===== src/rtl/y86_pkg.sv =====
// Shared Y86-64 fetch definitions: instruction codes, status encoding,
// fetch FSM states and the "no register" identifier.
package y86_pkg;

   // Instruction codes (byte0[7:4])
   localparam logic [3:0] HALT   = 4'h0;
   localparam logic [3:0] NOP    = 4'h1;
   localparam logic [3:0] RRMOVQ = 4'h2;
   localparam logic [3:0] IRMOVQ = 4'h3;
   localparam logic [3:0] RMMOVQ = 4'h4;
   localparam logic [3:0] MRMOVQ = 4'h5;
   localparam logic [3:0] OPQ    = 4'h6;
   localparam logic [3:0] JXX    = 4'h7;
   localparam logic [3:0] CALL   = 4'h8;
   localparam logic [3:0] RET    = 4'h9;
   localparam logic [3:0] PUSHQ  = 4'hA;
   localparam logic [3:0] POPQ   = 4'hB;

   // Register ID meaning "no register operand"
   localparam logic [3:0] NONE = 4'hF;

   // Processor status reported with each fetched instruction
   typedef enum logic [1:0] {
      AOK = 2'd0,
      HLT = 2'd1,
      ADR = 2'd2,
      INS = 2'd3
   } stat_t;

   // Fetch controller states
   typedef enum logic [1:0] {
      S_IDLE   = 2'd0,
      S_REQ    = 2'd1,
      S_HOLD   = 2'd2,
      S_HALTED = 2'd3
   } state_t;

endpackage


===== src/rtl/y86_instr_split.sv =====
// Purely combinational splitter: pulls icode/ifun/registers/constant out of
// the 10 raw instruction bytes, works out the length-based valP and flags
// encodings that are not legal Y86-64 instructions.
module y86_instr_split
   import y86_pkg::*;
(
   input  logic [79:0] i_bytes,
   input  logic [63:0] i_pc,
   output logic [3:0]  o_icode,
   output logic [3:0]  o_ifun,
   output logic [3:0]  o_ra,
   output logic [3:0]  o_rb,
   output logic [63:0] o_valc,
   output logic [63:0] o_valp,
   output logic        o_invalid
);

   logic [3:0] w_len;
   logic       w_has_regs;

   assign o_icode = i_bytes[7:4];
   assign o_ifun  = i_bytes[3:0];

   // Decode length, operand presence, constant and legality from icode/ifun
   always_comb begin
      // NOTE: every output of this block gets a default first, so no path can infer a latch.
      w_len      = 4'd1;
      w_has_regs = 1'b0;
      o_valc     = '0;
      o_invalid  = 1'b0;
      case (o_icode)
         HALT, NOP, RET: begin
            o_invalid = (o_ifun != 4'h0);
         end
         RRMOVQ: begin
            w_len      = 4'd2;
            w_has_regs = 1'b1;
            o_invalid  = (o_ifun > 4'h6);
         end
         OPQ: begin
            w_len      = 4'd2;
            w_has_regs = 1'b1;
            o_invalid  = (o_ifun > 4'h3);
         end
         PUSHQ, POPQ: begin
            w_len      = 4'd2;
            w_has_regs = 1'b1;
            o_invalid  = (o_ifun != 4'h0);
         end
         JXX: begin
            w_len     = 4'd9;
            o_valc    = i_bytes[71:8];
            o_invalid = (o_ifun > 4'h6);
         end
         CALL: begin
            w_len     = 4'd9;
            o_valc    = i_bytes[71:8];
            o_invalid = (o_ifun != 4'h0);
         end
         IRMOVQ, RMMOVQ, MRMOVQ: begin
            w_len      = 4'd10;
            w_has_regs = 1'b1;
            o_valc     = i_bytes[79:16];
            o_invalid  = (o_ifun != 4'h0);
         end
         default: begin
            o_invalid = 1'b1;
         end
      endcase
   end

   assign o_ra   = w_has_regs ? i_bytes[15:12] : NONE;
   assign o_rb   = w_has_regs ? i_bytes[11:8]  : NONE;
   // Wraps naturally modulo 2^64
   assign o_valp = i_pc + {60'd0, w_len};

endmodule


===== src/rtl/fetch_ctrl.sv =====
// Y86-64 instruction fetch controller: requests the instruction at pc,
// registers the decoded fields one cycle after mem_ready, holds them until
// the consumer supplies the next pc, and parks in HALTED on any non-AOK status.
module fetch_ctrl
   import y86_pkg::*;
(
   input  logic        clk,
   input  logic        rst,
   input  logic        start,
   output logic        mem_req,
   output logic [63:0] mem_addr,
   input  logic        mem_ready,
   input  logic [79:0] mem_rdata,
   input  logic        mem_error,
   output logic        instr_valid,
   output logic [3:0]  icode,
   output logic [3:0]  ifun,
   output logic [3:0]  rA,
   output logic [3:0]  rB,
   output logic [63:0] valC,
   output logic [63:0] valP,
   output logic [63:0] pc,
   input  logic        pc_next_valid,
   input  logic [63:0] pc_next,
   output logic [1:0]  stat
);

   state_t      r_state;
   state_t      w_next_state;
   logic        w_capture;
   logic        w_advance;
   stat_t       w_stat_new;
   stat_t       r_stat;
   logic [63:0] r_pc;
   logic [3:0]  r_icode, r_ifun, r_ra, r_rb;
   logic [63:0] r_valc, r_valp;

   logic [3:0]  w_icode, w_ifun, w_ra, w_rb;
   logic [63:0] w_valc, w_valp;
   logic        w_invalid;

   y86_instr_split u_split (
      .i_bytes   (mem_rdata),
      .i_pc      (r_pc),
      .o_icode   (w_icode),
      .o_ifun    (w_ifun),
      .o_ra      (w_ra),
      .o_rb      (w_rb),
      .o_valc    (w_valc),
      .o_valp    (w_valp),
      .o_invalid (w_invalid)
   );

   // Status priority: address fault beats illegal encoding beats halt
   always_comb begin
      w_stat_new = AOK;
      if (mem_error)            w_stat_new = ADR;
      else if (w_invalid)       w_stat_new = INS;
      else if (w_icode == HALT) w_stat_new = HLT;
   end

   // State register; async reset drops mem_req/instr_valid immediately
   always_ff @(posedge clk or posedge rst) begin
      // NOTE: sequential state uses non-blocking assignments so every flop samples pre-edge values.
      if (rst) r_state <= S_IDLE;
      else     r_state <= w_next_state;
   end

   // Next-state and state-decoded outputs
   always_comb begin
      w_next_state = r_state;
      w_capture    = 1'b0;
      w_advance    = 1'b0;
      mem_req      = 1'b0;
      instr_valid  = 1'b0;
      case (r_state)
         S_IDLE: begin
            if (start) w_next_state = S_REQ;
         end
         S_REQ: begin
            mem_req = 1'b1;
            if (mem_ready) begin
               w_capture    = 1'b1;
               w_next_state = S_HOLD;
            end
         end
         S_HOLD: begin
            instr_valid = 1'b1;
            if (r_stat != AOK) begin
               w_next_state = S_HALTED;
            end else if (pc_next_valid) begin
               w_advance    = 1'b1;
               w_next_state = S_REQ;
            end
         end
         default: begin
            w_next_state = S_HALTED;
         end
      endcase
   end

   // Decoded-field, status and pc registers
   always_ff @(posedge clk or posedge rst) begin
      if (rst) begin
         r_pc    <= '0;
         r_stat  <= AOK;
         r_icode <= HALT;
         r_ifun  <= 4'h0;
         r_ra    <= NONE;
         r_rb    <= NONE;
         r_valc  <= '0;
         r_valp  <= '0;
      end else begin
         if (w_capture) begin
            r_stat  <= w_stat_new;
            r_icode <= w_icode;
            r_ifun  <= w_ifun;
            r_ra    <= w_ra;
            r_rb    <= w_rb;
            r_valc  <= w_valc;
            r_valp  <= w_valp;
         end
         if (w_advance) r_pc <= pc_next;
      end
   end

   assign mem_addr = r_pc;
   assign pc       = r_pc;
   assign stat     = r_stat;
   assign icode    = r_icode;
   assign ifun     = r_ifun;
   assign rA       = r_ra;
   assign rB       = r_rb;
   assign valC     = r_valc;
   assign valP     = r_valp;

endmodule


===== config.mk =====
export PLATFORM = sky130hd
export DESIGN_NAME = fetch_ctrl
export DESIGN_NICKNAME = d
export VERILOG_FILES = /design/src/rtl/y86_pkg.sv /design/src/rtl/y86_instr_split.sv /design/src/rtl/fetch_ctrl.sv
export SDC_FILE = /design/constraint.sdc
export NUM_CORES = 1
export LEC_CHECK = 0
export ABC_AREA = 1
export BUFFER_PORTS_ARGS = -buffer_cell sky130_fd_sc_hd__clkbuf_2
export CAP_MARGIN = 10
export CORE_AREA = 4 4 161 163
export CTS_BUF_LIST = sky130_fd_sc_hd__clkbuf_4 sky130_fd_sc_hd__clkbuf_8 sky130_fd_sc_hd__clkbuf_16
export DETAILED_ROUTE_END_ITERATION = 12
export DIE_AREA = 0 0 165 167
export PLACE_DENSITY = 0.86
export SYNTH_ARGS = -nofsm -noshare
export SYNTH_HDL_FRONTEND = slang
export SYNTH_SLANG_ARGS = --single-unit

===== constraint.sdc =====
create_clock -name clk -period 9.3 [get_ports clk]
set_input_delay 0.93 -clock clk [delete_from_list [all_inputs] [get_ports clk]]
set_output_delay 0.93 -clock clk [all_outputs]
set_load 0.02 [all_outputs]

==> metrics.txt, run 1 <==
drc violations 0; synthesized netlist net count ~1700; slowest cell on the critical path sky130_fd_sc_hd__inv_2; GR Overflow Total 0; Core Rows between 50 and 60; biggest cell delay along the critical path ~0.7 ns; routed via count divided by cell count about 5.3; portion of netlist area occupied by mux cells between 4 and 5%; xor and xnor area share after synthesis under 10%; maximum operating frequency 278 MHz; worst path cell trace clkbuf_2 > inv_2 > nor2_4 > inv_2 > o22ai_4 > inv_2 > nand2_1 > ha_1 > nand2_1 > nor2_1 > nand2_1 > nand2_1 > nand2_1 > inv_1 > nand4_1 > nand3_1 > nand2_1; antenna violations before repair 0; Setup crit start kind input port; Setup TNS Final 0 ns; routed len/inst about 18 microns; via count of the first global-routing pass 11200; sink count of the clock tree 212; cells taking the most area after synthesis sky130_fd_sc_hd__dfrtp_1, sky130_fd_sc_hd__nand2_1, sky130_fd_sc_hd__nor2_1, sky130_fd_sc_hd__inv_1, sky130_fd_sc_hd__buf_4; number of optimization iterations in the first detailed-route pass 6; number of antenna cells inserted 0; CTS tree yes; final hold vios 0; pin count of the biggest net entering global routing ~140; number of setup buffers added after CTS 0; worst path bufs/invs 5; average footprint of a synthesized cell 7.62 sq um; Post-Route WL between 30 and 40 mm; number of buffers inserted during clock tree synthesis 24; signal arrival time at the worst endpoint 3.99 ns; Vert. Die Dim 167 microns; top cell family by delay on the critical path simple AND/OR/NAND/NOR gates; ratio of total power to cell area roughly 300 nW/um^2; most used cell, CP sky130_fd_sc_hd__nand2_1; critical path required time a little under 10 ns; Post-Place Cells about 2100; number of storage elements in the synthesis netlist ~210; YS warnings 0; proportion of netlist area held by the largest area contributor between 40% and 50%; result of the run finished clean; share of flip-flops with an asynchronous set or reset between 90% and 100%; minimum hold slack around 0.47 ns; Area Growth Syn to Fin 23.6%; hold buffer count at cts 0; CTS resizes 0; number of different library cells in the post-synthesis netlist 39; ANT nets after route 0; share of the synthesized area in compound gates (AO/OA/AOI/OAI) under 10%; insertion delay to the later sink of the worst-skew pair between 0.5 and 0.6 ns; classification of the worst-slack hold path register to register; Setup Skew ~0.017 ns; Tmin final roughly 3.6 ns; max-capacitance violation count 0; vias after detailed routing approximately 12000; worst-margin pin slew 1.09 ns; Root Driver sky130_fd_sc_hd__clkbuf_16; setup repair after global routing missed its margin no; basic-gate share of the synthesized area counting and, or, nand and nor cells roughly 28%; number of port buffers 425; Slew headroom a little over a quarter; worst ir drop on vdd between 150 and 200 uV; most common library cell in the layout ignoring fill and taps sky130_fd_sc_hd__nand2_1; number of slew-limit violations in the final report 0; final cycle utilization of the critical path between 30% and 40%; level count of the clock H-tree 1; final setup violating endpoints 0; first-pass GRT wire length between 60 and 70 mm; Leak Pwr approximately 7.9 nW; Fillers roughly 2200; critical path peak fanout between 50 and 60; clock-pin slew reported for the worst setup and hold paths after clock tree synthesis 0.06 ns; HPWL after detailed placement between 20 and 30 mm; number of standard cells in the final layout excluding fillers about 2200; dominant combinational cell family by area after synthesis simple AND/OR/NAND/NOR gates; part of the Yosys area used for sequential elements between 40% and 50%; buffer depth of the longest clock path 3; die area 27600 sq um; final net count around 2000; Worst Setup End Kind register; initial core utilization 47.1%; post-route total power roughly 4.2 mW; Post-Syn Instances 1502; overall global routing resource usage between 20% and 30%; Most used DFF post-synth sky130_fd_sc_hd__dfrtp_1; commonest non-fill, non-tap cells in the layout sky130_fd_sc_hd__nand2_1, sky130_fd_sc_hd__clkbuf_2, sky130_fd_sc_hd__dfrtp_1; cell area after synthesis roughly 11000 sq um; floorplan die width ~170 microns; biggest area consumer among synthesized cells sky130_fd_sc_hd__dfrtp_1; Iteration-0 DRC Markers 1300; share of cells above drive strength 1 slightly below 30%; final weighted congestion in routability-driven placement 1.02; arithmetic-cell share of the synthesized area counting full adders, half adders and majority gates 0.503%; kind of critical path input port to register; Core ar. 24300 sq um; count of pins on the block boundary 426; number of enable-type register cells in the synthesized netlist 0
## routing by layer
layer,routed length [microns],share of wire [%],GRT usage (%),up-vias
met5,0,0,0,-
met4,1320,3.3,8.82,0
met3,3760,9.5,5.51,95
met2,18400,46,44.5,624
met1,16100,41,38.2,5474
li1,-,-,-,5365
## synth_stat cells, types with 18 or more instances
cell,count
sky130_fd_sc_hd__inv_1,138
sky130_fd_sc_hd__nand2_1,550
sky130_fd_sc_hd__xor2_1,19
sky130_fd_sc_hd__clkbuf_1,24
sky130_fd_sc_hd__buf_4,64
sky130_fd_sc_hd__nand3_1,72
sky130_fd_sc_hd__buf_2,18
sky130_fd_sc_hd__nor2_1,144
sky130_fd_sc_hd__dfrtp_1,204
sky130_fd_sc_hd__o21ai_0,52
sky130_fd_sc_hd__a21oi_1,27
sky130_fd_sc_hd__mux2_2,42
sky130_fd_sc_hd__o22ai_1,57
## logic make-up (layout without fill, tap and decap cells)
kind of cell / Yosys count / count (layout)
AO/OA/AOI/OAI: 160 / 160
XOR/XNOR: 23 / 23
adder cells (fa/ha/maj): 4 / 4
buffers and inverters: 262 / 615
flip-flops: 212 / 212
multiplexers: 42 / 42
AND/OR/NAND/NOR: 799 / 799
## final timing paths
path,start,to,slack [ns],cells after the start
setup / recovery,mem_rdata[6],valP[47]$_DFFE_PP0P_,5.70,17
hold / removal,rB[1]$_DFFE_PP1P_,rB[1]$_DFFE_PP1P_,0.47,2
setup reg to reg,mem_addr[0]$_DFFE_PP0P_,valP[24]$_DFFE_PP0P_,6.89,9
hold reg to reg,rB[1]$_DFFE_PP1P_,rB[1]$_DFFE_PP1P_,0.47,2
max in group asynchronous,rst,icode[0]$_DFFE_PP0P_,7.15,3
min in group asynchronous,rst,valP[58]$_DFFE_PP0P_,0.58,2
## cell type report
class                           count  area [sq um]  share of cell area (%)
Clock buffer                       32           697                    4.93
Clock inverter                      8           120                   0.849
Inverter                          144           549                    3.88
Multi-Input combinational cell   1028          4890                    34.6
Sequential cell                   212          5320                    37.6
Tap cell                          324           405                    2.87
Timing Repair Buffer              431          2170                    15.4
## where the power goes
group	switching, mW	total (mW)	internal [mW]
registers	0.375	1.64	1.27
logic	1.06	1.58	0.522
clock network	0.379	0.985	0.605
## per-stage QoR
step / setup WS, ns / cell area, sq um / util, %
after global routing: 5.39 / 14100 / 58.2
after detailed placement: 5.21 / 13300 / 54.8
after CTS: 5.73 / 14100 / 58.2
after floorplan: 2.59 / 11500 / -
after global placement: 5.26 / 13300 / 54.8
final: 5.70 / 14100 / 58.2
## sequential cells by signal, indices dropped and copies added, names as in the netlist
| name | count |
|---|---|
| valC | 64 |
| rB | 4 |
| stat | 2 |
| rA | 4 |
| mem_addr | 64 |
| ifun | 4 |
| valP | 64 |
| icode | 4 |
| r_state | 2 |
## worst register-to-register path: cells and delay by family, from the launching register on
family / cells / cell delay, ns
AO/OA/AOI/OAI: 1 / 0.09
XOR/XNOR: 1 / 0.17
flip-flops: 1 / 0.43
AND/OR/NAND/NOR: 4 / 0.67
adder cells (fa/ha/maj): 2 / 0.79
buffers and inverters: 1 / 0.10
Note: power is estimated with default switching activity, not from simulation.
==> run 2: changes to the inputs <==
Clock period 9.3 ns to 3.4 ns, I/O delays scaled along.
==> run 2 against run 1 <==
Against the previous run: the run now ends with hold timing left; final cell count increased by 0.46%; global-route usage grew 0.13 points; setup slack worse by 4.9 ns; wire length is 0.87% higher; core utilization is 0.42 points higher; first-iteration DRC count fell by 8.3%; sequential share of layout area decreased by 0.27 points; critical endpoint is now valP[24]$_DFFE_PP0P_; largest cell class unchanged.
==> metrics.txt, run 2 (synthesis results as in run 1) <==
worst ir drop on vdd 514 uV (was 188 uV); number of slew-limit violations in the final report 0 (unchanged); critical path startpoint mem_rdata[6] (unchanged); setup repair after global routing missed its margin no (unchanged); final hold vios 7 (was 0); ANT nets after route 0 (unchanged); commonest non-fill, non-tap cells in the layout sky130_fd_sc_hd__nand2_1, sky130_fd_sc_hd__clkbuf_2, sky130_fd_sc_hd__dfrtp_1 (unchanged); routed via count divided by cell count 5.24 (was 5.30); routed len/inst 18.2 microns (was 18.1 microns); most common library cell in the layout ignoring fill and taps sky130_fd_sc_hd__nand2_1 (unchanged); Setup Skew 0.0166 ns (was 0.0165 ns); insertion delay to the later sink of the worst-skew pair 0.52 ns (about the same); number of standard cells in the final layout excluding fillers 2189 (was 2179); Reg-to-Reg End valP[24]$_DFFE_PP0P_ (unchanged); Post-Route WL 39.8 mm (was 39.5 mm); reg2reg setup slack 1.03 ns (was 6.89 ns); result of the run complete, but fails checks (was finished clean); Setup TNS Final 0 ns (unchanged); Finished Cell Area 14300 sq um (was 14100 sq um); worst-margin pin slew 1.02 ns (was 1.09 ns); floorplan die width 165 microns (unchanged); first-pass GRT wire length 61.5 mm (was 61.2 mm); number of port buffers 425 (unchanged); final cycle utilization of the critical path between 70 and 80%; Worst Setup End Kind register (unchanged); vias after detailed routing 11500 (was 11600); Slew headroom 31.7% (was 27.5%); start of the worst register-to-register path mem_addr[0]$_DFFE_PP0P_ (unchanged); clock-pin slew reported for the worst setup and hold paths after clock tree synthesis 0.06 ns (about the same); Critical Path Stages 15 (was 17); Core Rows 57 (unchanged); Iteration-0 DRC Markers 1192 (was 1300); Root Driver sky130_fd_sc_hd__clkbuf_16 (unchanged); max-capacitance violation count 0 (unchanged); capture point of the worst path valP[24]$_DFFE_PP0P_ (was valP[47]$_DFFE_PP0P_); count of pins on the block boundary 426 (unchanged); number of antenna cells inserted 0 (unchanged); CTS resizes 0 (unchanged); number of optimization iterations in the first detailed-route pass 5 (was 6); level count of the clock H-tree 1 (unchanged); Area Growth Syn to Fin 24.5% (was 23.6%); final weighted congestion in routability-driven placement 0.959 (was 1.02); top cell family by delay on the critical path simple AND/OR/NAND/NOR gates (unchanged); final setup violating endpoints 0 (unchanged); Worst R2R Path Depth 9 (unchanged); hold buffer count at cts 0 (unchanged); number of setup buffers added after CTS 0 (unchanged); Setup crit start kind input port (unchanged); critical path required time 3.75 ns (was 9.69 ns); HPWL after detailed placement 29.6 mm (was 29.5 mm); overall global routing resource usage 28.0% (was 27.9%); number of buffers inserted during clock tree synthesis 24 (unchanged); Vert. Die Dim 167 microns (unchanged); worst path cell trace clkbuf_2 > inv_2 > nor2_4 > inv_2 > o22ai_1 > inv_1 > ha_1 > fa_1 > nand3_1 > nand2_2 > nand2_2 > inv_1 > nand2_1 > xor2_1 > o21ai_0 (was clkbuf_2 > inv_2 > nor2_4 > inv_2 > o22ai_4 > inv_2 > nand2_1 > ha_1 > nand2_1 > nor2_1 > nand2_1 > nand2_1 > nand2_1 > inv_1 > nand4_1 > nand3_1 > nand2_1); via count of the first global-routing pass 11000 (was 11200); critical path peak fanout 9 (was 57); classification of the worst-slack hold path input port to async pin (was register to register); Core ar. 24300 sq um (unchanged); Tmin final between 2 and 3 ns; Fillers 2245 (was 2196); maximum operating frequency 383 MHz; Util after Layout 58.6% (was 58.2%); placed inst area 13400 sq um (was 13300 sq um); kind of critical path input port to register (unchanged); die area 27600 sq um (unchanged); signal arrival time at the worst endpoint 2.96 ns (was 3.99 ns); drc violations 0 (unchanged); final net count 2002 (was 1995); worst path bufs/invs 5 (unchanged); pin count of the biggest net entering global routing 110 (was 135); CTS tree yes (unchanged); ratio of total power to cell area 812 nW/um^2 (was 297 nW/um^2); GR Overflow Total 0 (unchanged); initial core utilization 47.1% (unchanged); Post-Place Cells 2146 (was 2139); Leak Pwr 7.92 nW (was 7.87 nW); slowest cell on the critical path sky130_fd_sc_hd__fa_1 (was sky130_fd_sc_hd__inv_2); share of cells above drive strength 1 29.7% (was 29.3%); sink count of the clock tree 212 (unchanged); minimum hold slack -0.0199 ns (was 0.469 ns); biggest cell delay along the critical path 0.44 ns (was 0.72 ns); violations in the final reports hold timing; buffer depth of the longest clock path 3 (unchanged); antenna violations before repair 0 (unchanged)
==> run 2: changes by cell type in the layout (fill, tap and decap cells not counted), sizes merged <==
| cell | before | now |
|---|---|---|
| inv | 142 | 141 |
| bufinv | 3 | 4 |
| clkinv | 5 | 8 |
| buf | 6 | 13 |
==> run 2: area by class of cell <==
type | instances | area [sq um] | share of cell area (%)
Clock buffer | 32 | 684 | 4.80
Sequential cell | 212 | 5320 | 37.3
Inverter | 144 | 546 | 3.83
Tap cell | 324 | 405 | 2.84
Timing Repair Buffer | 438 | 2250 | 15.8
Multi-Input combinational cell | 1028 | 4890 | 34.3
Clock inverter | 11 | 161 | 1.13
==> run 2: worst min path at each step <==
stage,from,endpoint,slack (ns),cells past startpoint
after global placement,rA[0]$_DFFE_PP1P_,rA[0]$_DFFE_PP1P_,0.45,2
final,rst,valC[18]$_DFFE_PP0P_,-0.02,3
after floorplan,mem_rdata[2],ifun[2]$_DFFE_PP0P_,0.45,2
after global routing,rst,valC[18]$_DFFE_PP0P_,0.03,3
after CTS,rst,valC[40]$_DFFE_PP0P_,0.03,3
after detailed placement,rA[3]$_DFFE_PP1P_,rA[3]$_DFFE_PP1P_,0.46,2
==> run 2: stage by stage <==
step | power [mW] | setup WS (ns) | hold WS, ns
after floorplan | 7.17 | 0.310 | 0.450
after CTS | 11.6 | 0.864 | 0.0280
final | 11.6 | 0.790 | -0.0199
after detailed placement | 8.80 | 0.321 | 0.456
after global routing | 12.2 | 0.658 | 0.0297
after global placement | 8.71 | 0.424 | 0.455
==> run 2: power by group <==
part	total (mW)	switching (mW)	internal, mW
Sequential	4.47	1.01	3.47
Clock	2.79	1.07	1.72
Combinational	4.31	2.88	1.43
==> run 2: per-layer routing <==
metal,vias up,global-route usage (%),part of all wire (%)
li1,5390,-,-
met1,5392,38.5,42
met2,590,44.7,46
met3,99,6.33,9.2
met4,0,7.56,3.1
met5,-,0,0
==> run 2: worst register-to-register path, stage by stage (launching register included) <==
cell                      delay, ns
sky130_fd_sc_hd__dfrtp_1       0.46
sky130_fd_sc_hd__ha_1          0.30
sky130_fd_sc_hd__fa_1          0.44
sky130_fd_sc_hd__nand3_1       0.12
sky130_fd_sc_hd__nand2_2       0.12
sky130_fd_sc_hd__nand2_2       0.20
sky130_fd_sc_hd__inv_1         0.08
sky130_fd_sc_hd__nand2_1       0.22
sky130_fd_sc_hd__xor2_1        0.18
sky130_fd_sc_hd__o21ai_0       0.09
